<file path="config.mk">
export PLATFORM = sky130hd
export DESIGN_NAME = iter_divider
export DESIGN_NICKNAME = d
export VERILOG_FILES = /design/src/rtl/iter_divider.sv
export SDC_FILE = /design/constraint.sdc
export NUM_CORES = 1
export LEC_CHECK = 0
export BUFFER_PORTS_ARGS = -buffer_cell sky130_fd_sc_hd__buf_2
export CORE_MARGIN = 2
export CORE_UTILIZATION = 62
export DETAILED_ROUTE_END_ITERATION = 8
export GPL_TIMING_DRIVEN = 0
export PLACE_DENSITY = 0.85
export SLEW_MARGIN = 10
export SYNTH_ARGS = -nofsm -noshare
export SYNTH_HDL_FRONTEND = slang
export SYNTH_SLANG_ARGS = --single-unit
</file>
<file path="constraint.sdc">
create_clock -name clock -period 6.29 [get_ports clock]
set_input_delay 0.3145 -clock clock [delete_from_list [all_inputs] [get_ports clock]]
set_output_delay 0.3145 -clock clock [all_outputs]
set_load 0.005 [all_outputs]
</file>
<file path="src/rtl/iter_divider.sv">
// ============================================================================
// Module   : iter_divider
// Purpose  : Multi-cycle restoring divider: quotient, remainder and
//            divide-by-zero flag over WIDTH iteration cycles, start/busy/done.
//            Signed support is compiled in with `define ITER_DIVIDER_SIGNED_EN.
// Revision : 1.0 - initial release
// ============================================================================
`default_nettype none

module iter_divider #(
  parameter int WIDTH = 32
) (
  input  logic             clock,
  input  logic             reset,
  input  logic             start,
  input  logic             signed_op,
  input  logic [WIDTH-1:0] dividend,
  input  logic [WIDTH-1:0] divisor,
  output logic             busy,
  output logic             done,
  output logic [WIDTH-1:0] quotient,
  output logic [WIDTH-1:0] remainder,
  output logic             div_by_zero
);

  localparam int CW = $clog2(WIDTH);
  localparam logic [CW-1:0] c_last = CW'(WIDTH - 1);

  typedef enum logic [1:0] {
    S_IDLE = 2'd0,
    S_RUN  = 2'd1,
    S_FIX  = 2'd2
  } state_t;

  state_t r_state;
  state_t w_next;

  logic [WIDTH-1:0] r_a;
  logic [WIDTH-1:0] r_q;
  logic [WIDTH-1:0] r_m;
  logic [WIDTH-1:0] r_orig;
  logic             r_dbz;
  logic [CW-1:0]    r_cnt;

  logic             w_accept;
  logic             w_div_zero;
  logic [WIDTH-1:0] w_dvd_mag;
  logic [WIDTH-1:0] w_dvs_mag;
  logic [WIDTH-1:0] w_q_fix;
  logic [WIDTH-1:0] w_r_fix;
  logic [WIDTH:0]   w_shift;
  logic [WIDTH:0]   w_diff;
  logic [WIDTH-1:0] w_a_next;
  logic [WIDTH-1:0] w_q_next;

  assign w_accept   = (r_state == S_IDLE) && start;
  assign w_div_zero = (divisor == '0);
  assign busy       = (r_state != S_IDLE);

`ifdef ITER_DIVIDER_SIGNED_EN
  logic w_dvd_neg;
  logic w_dvs_neg;
  logic r_neg_q;
  logic r_neg_r;

  assign w_dvd_neg = signed_op & dividend[WIDTH-1];
  assign w_dvs_neg = signed_op & divisor[WIDTH-1];
  assign w_dvd_mag = w_dvd_neg ? -dividend : dividend;
  assign w_dvs_mag = w_dvs_neg ? -divisor : divisor;

  always_ff @(posedge clock) begin
    if (reset) begin
      r_neg_q <= 1'b0;
      r_neg_r <= 1'b0;
    end else if (w_accept) begin
      r_neg_q <= w_dvd_neg ^ w_dvs_neg;
      r_neg_r <= w_dvd_neg;
    end
  end

  // Truncating division: remainder follows the dividend's sign.
  assign w_q_fix = r_neg_q ? -r_q : r_q;
  assign w_r_fix = r_neg_r ? -r_a : r_a;
`else
  logic w_unused_signed_op;

  assign w_unused_signed_op = signed_op;
  assign w_dvd_mag = dividend;
  assign w_dvs_mag = divisor;
  assign w_q_fix   = r_q;
  assign w_r_fix   = r_a;
`endif

  // A restored after each step is below M, so WIDTH bits of storage suffice;
  // only the shifted value needs the extra bit for the trial subtraction.
  assign w_shift = {r_a, r_q[WIDTH-1]};
  assign w_diff  = w_shift - {1'b0, r_m};

  always_comb begin
    w_a_next = w_diff[WIDTH-1:0];
    w_q_next = {r_q[WIDTH-2:0], 1'b1};
    if (w_diff[WIDTH]) begin
      w_a_next = w_shift[WIDTH-1:0];
      w_q_next = {r_q[WIDTH-2:0], 1'b0};
    end
  end

  always_ff @(posedge clock) begin
    if (reset) begin
      r_state <= S_IDLE;
    end else begin
      r_state <= w_next;
    end
  end

  always_comb begin
    w_next = r_state;
    case (r_state)
      S_IDLE: begin
        if (start) begin
          w_next = w_div_zero ? S_FIX : S_RUN;
        end
      end
      S_RUN: begin
        if (r_cnt == c_last) begin
          w_next = S_FIX;
        end
      end
      S_FIX:   w_next = S_IDLE;
      default: w_next = S_IDLE;
    endcase
  end

  always_ff @(posedge clock) begin
    if (reset) begin
      r_a         <= '0;
      r_q         <= '0;
      r_m         <= '0;
      r_orig      <= '0;
      r_dbz       <= 1'b0;
      r_cnt       <= '0;
      done        <= 1'b0;
      quotient    <= '0;
      remainder   <= '0;
      div_by_zero <= 1'b0;
    end else begin
      done <= 1'b0;
      case (r_state)
        S_IDLE: begin
          if (start) begin
            r_a    <= '0;
            r_q    <= w_dvd_mag;
            r_m    <= w_dvs_mag;
            r_orig <= dividend;
            r_dbz  <= w_div_zero;
            r_cnt  <= '0;
          end
        end
        S_RUN: begin
          r_a   <= w_a_next;
          r_q   <= w_q_next;
          r_cnt <= r_cnt + CW'(1);
        end
        S_FIX: begin
          done        <= 1'b1;
          div_by_zero <= r_dbz;
          quotient    <= r_dbz ? '1 : w_q_fix;
          remainder   <= r_dbz ? r_orig : w_r_fix;
        end
        default: ;
      endcase
    end
  end

endmodule

`default_nettype wire

</file>
==> results_dict.tcl <==
set metrics [dict create \
    whs_ns 0.05416 \
    antenna_found_initial 0 \
    ys_types 58 \
    power.net_switching_mw 2.180 \
    clkTransAtPathRegs_ns 0.06 \
    fin_cells 1615 \
    p_leak_nw 4.729 \
    cts_setup_buffers 0 \
    cpMostUsedCell "inv_1" \
    place_area_sq_um 10860 \
    pre_cts_ws_ns 2.722 \
    fin_crit_ns 3.717 \
    initial_core_util_pct 62.93 \
    run_status "finished clean" \
    yosys_warnings 0 \
    fillCellCount 1231 \
    grt_max_degree 15 \
    maxCapViolations 0 \
    cts_tree "yes" \
    setup-tns-final_ns 0 \
    layout_commonest_cell "dfxtp_1" \
    clk_latency_ns 0.50 \
    grt_pass1_vias 8787 \
    route.met3.wl_mm 2.010 \
    syn_avg_cell_area_sq_um 8.075 \
    grt_pass1_wl_mm 42.86 \
    hold_violations 0 \
    synth_edf_count 0 \
    cp_cell_sequence "inv_1, ha_1, inv_1, fa_1, a211oi_1, o21a_1, a211o_1, a2111oi_4, o21ai_1, a211oi_4, clkbuf_1, nand4_1, o211ai_1" \
    met2_length_mm 12.67 \
    async_reset_ff_share_pct 0 \
    wl_mm 27.14 \
    ys_ff_latch 202 \
    drt_iter0_drc 725 \
    crit_path_start_kind "register" \
    power.density_nw_per_um2 469.2 \
    nets 1487 \
    ys.flop_type "dfxtp_1" \
    drive_gt1_share_pct 12.44 \
    required_ns 6.72 \
    core_area_sq_um 15770 \
    synth_top_area_share_pct 40.75 \
    rsz0062_at_grt "false" \
    die_h_um 130.5 \
    path_class "reg -> reg" \
    syn_nets 1332 \
    first_pass_iters 8 \
    switching_share_pct 40.29 \
    worst_pin_slew_ns 0.8505 \
    path_buf_inv 3 \
    drc 0 \
    num_antenna_cells 0 \
    peakVddDrop_v 0.0003722 \
    setup_viol 0 \
    maxSlewHeadroom_pct 43.30 \
    combPwrFrac_pct 48.7 \
    syn_area_sq_um 9925 \
    wl_per_cell_um 16.81 \
    crit_family "compound AO/OA/AOI/OAI gates" \
    p_int_mw 3.231 \
    detail_route.vias_per_cell 5.861 \
    postSynthCellCount 1229 \
    max_stage_delay_ns 0.51 \
    cts-resized-gates 0 \
    port-buffer-count 132 \
    path_max_fanout 10 \
    cts_max_level 1 \
    p_total_mw 5.411 \
    slowest_stage "a211oi_4" \
    netlist_top_cells_area "dfxtp_1 (41%), mux2i_1 (9.0%), nand2_1 (7.3%)" \
    io_pins 135 \
    root_buffer "clkbuf_16" \
    final_cell_mix "dfxtp_1 (202), nand2_1 (193), buf_2 (134)" \
    gr-total-overflow 0 \
    yosysTopAreaCell "dfxtp_1" \
    placed_cells 1577 \
    timing.final.ws_setup_ns 2.573 \
    top_layer "met4" \
    holdCritPathClass "in -> reg" \
    gp_congestion 0.9369 \
    seq_power_share_pct 28.7 \
    cts_buffers 21 \
    holdBufCountCts 0 \
    die_w_um 130.5 \
    finalCritPeriodShare_pct 59.09 \
    fin_util_pct 73.13 \
    ant_nets 0 \
    dieArea_sq_um 17040 \
    clkSinkCount 202 \
    track_usage_pct 31.35 \
    cts_buffer_depth 3 \
    dpl.hpwl_mm 20.32 \
    endpoint_kind "register" \
    wirelength_met1_mm 11.53 \
    fmax_ghz 0.2690 \
    area_growth_pct 16.20 \
    design_area_sq_um 11530 \
    dr_total_vias 9465 \
    finClkSkew_ns 0.005162 \
    core.rowCount 46 \
    synth_seq_area_share_pct 40.75 \
    slew_viol_final 0 \
    critPathArrivalTime_ns 4.14 \
    clkPwrFrac_pct 22.6 \
]
[worst paths after layout]
path                         from              endpoint  slack (ns)  cells past startpoint
max          r_q[31]$_SDFFE_PP0P_  r_a[21]$_SDFFE_PP0P_        2.57                     13
min                   divisor[20]  r_m[20]$_SDFFE_PP0P_        0.05                      3
max reg2reg  r_q[31]$_SDFFE_PP0P_  r_a[21]$_SDFFE_PP0P_        2.57                     13
min reg2reg  r_m[29]$_SDFFE_PP0P_  r_m[29]$_SDFFE_PP0P_        0.45                      2
[worst min-delay path, stage by stage]
cell and delay, ns:
buf_2 0.10, nand2_1 0.05, a21oi_1 0.05
[layer usage]
layer  vias to the layer above  track usage (%)
li1                       4608                -
met1                      4377            40.86
met2                       413            53.09
met3                        67            4.479
met4                         0            11.76
met5                         -                0
[sequential cells by signal, indices dropped and copies added (netlist names)]
register and cells:
r_orig 32, remainder 32, div_by_zero 1, r_state 2, r_a 32, done 1, quotient 32, r_q 32
r_cnt 5, r_dbz 1, r_m 32
[layout make-up]
class                   instances  area [sq um]  area share, %
inverters                      41         153.9          1.334
plain buffers                  90         351.6          3.049
flip-flops and latches        202          4044          35.07
repair buffers                132         660.6          5.729
clock inverters                 8         77.57         0.6727
multi-input cells             896          5375          46.61
well taps                     216         270.3          2.343
clock buffers                  30         599.3          5.197
[power groups by stage]
| stage | logic [mW] | registers (mW) | clock network, mW |
|---|---|---|---|
| global route | 2.86 | 1.56 | 1.27 |
| detailed placement | 2.57 | 1.57 | 0 |
| global placement | 2.52 | 1.57 | 0 |
| finish | 2.64 | 1.55 | 1.22 |
| CTS | 2.59 | 1.54 | 1.22 |
| floorplan | 2.06 | 1.52 | 0 |
[synthesized netlist by cell type (2+ instances only)]
cell type  count
or3_1          3
nand3b_1       5
o21ai_0       22
and2_1         2
inv_1         41
nand4_1        9
o21ai_1       19
o21bai_1       2
nor3_1        73
mux2i_1       89
o211ai_1      15
o31ai_1        2
buf_1         17
ha_1          34
a211o_1        5
o221ai_1       2
or2_2          3
a21oi_1      109
nor4_1         8
a21o_1        11
nand2b_1       7
nor2_1       130
a211oi_1      73
nor2b_1       10
xor2_1         9
a22oi_1        2
clkbuf_1      69
buf_2          2
nand3_1       10
nor3b_1        3
dfxtp_1      202
nand2_1      193
nand4b_1       4
and3_1         3
a2bb2oi_1      3
o21a_1         6
xnor2_1       11
[cells by family after synthesis]
logic type                 share of synthesized area, %
and+or+nand+nor                                   20.35
buffers and inverters                             5.093
DFF                                               40.75
xor gates and xnor gates                          1.765
adders and majority gates                         4.488
AOI/OAI and AO/OA                                 18.58
muxes                                             8.976
Power figures use the tool's default switching activity.
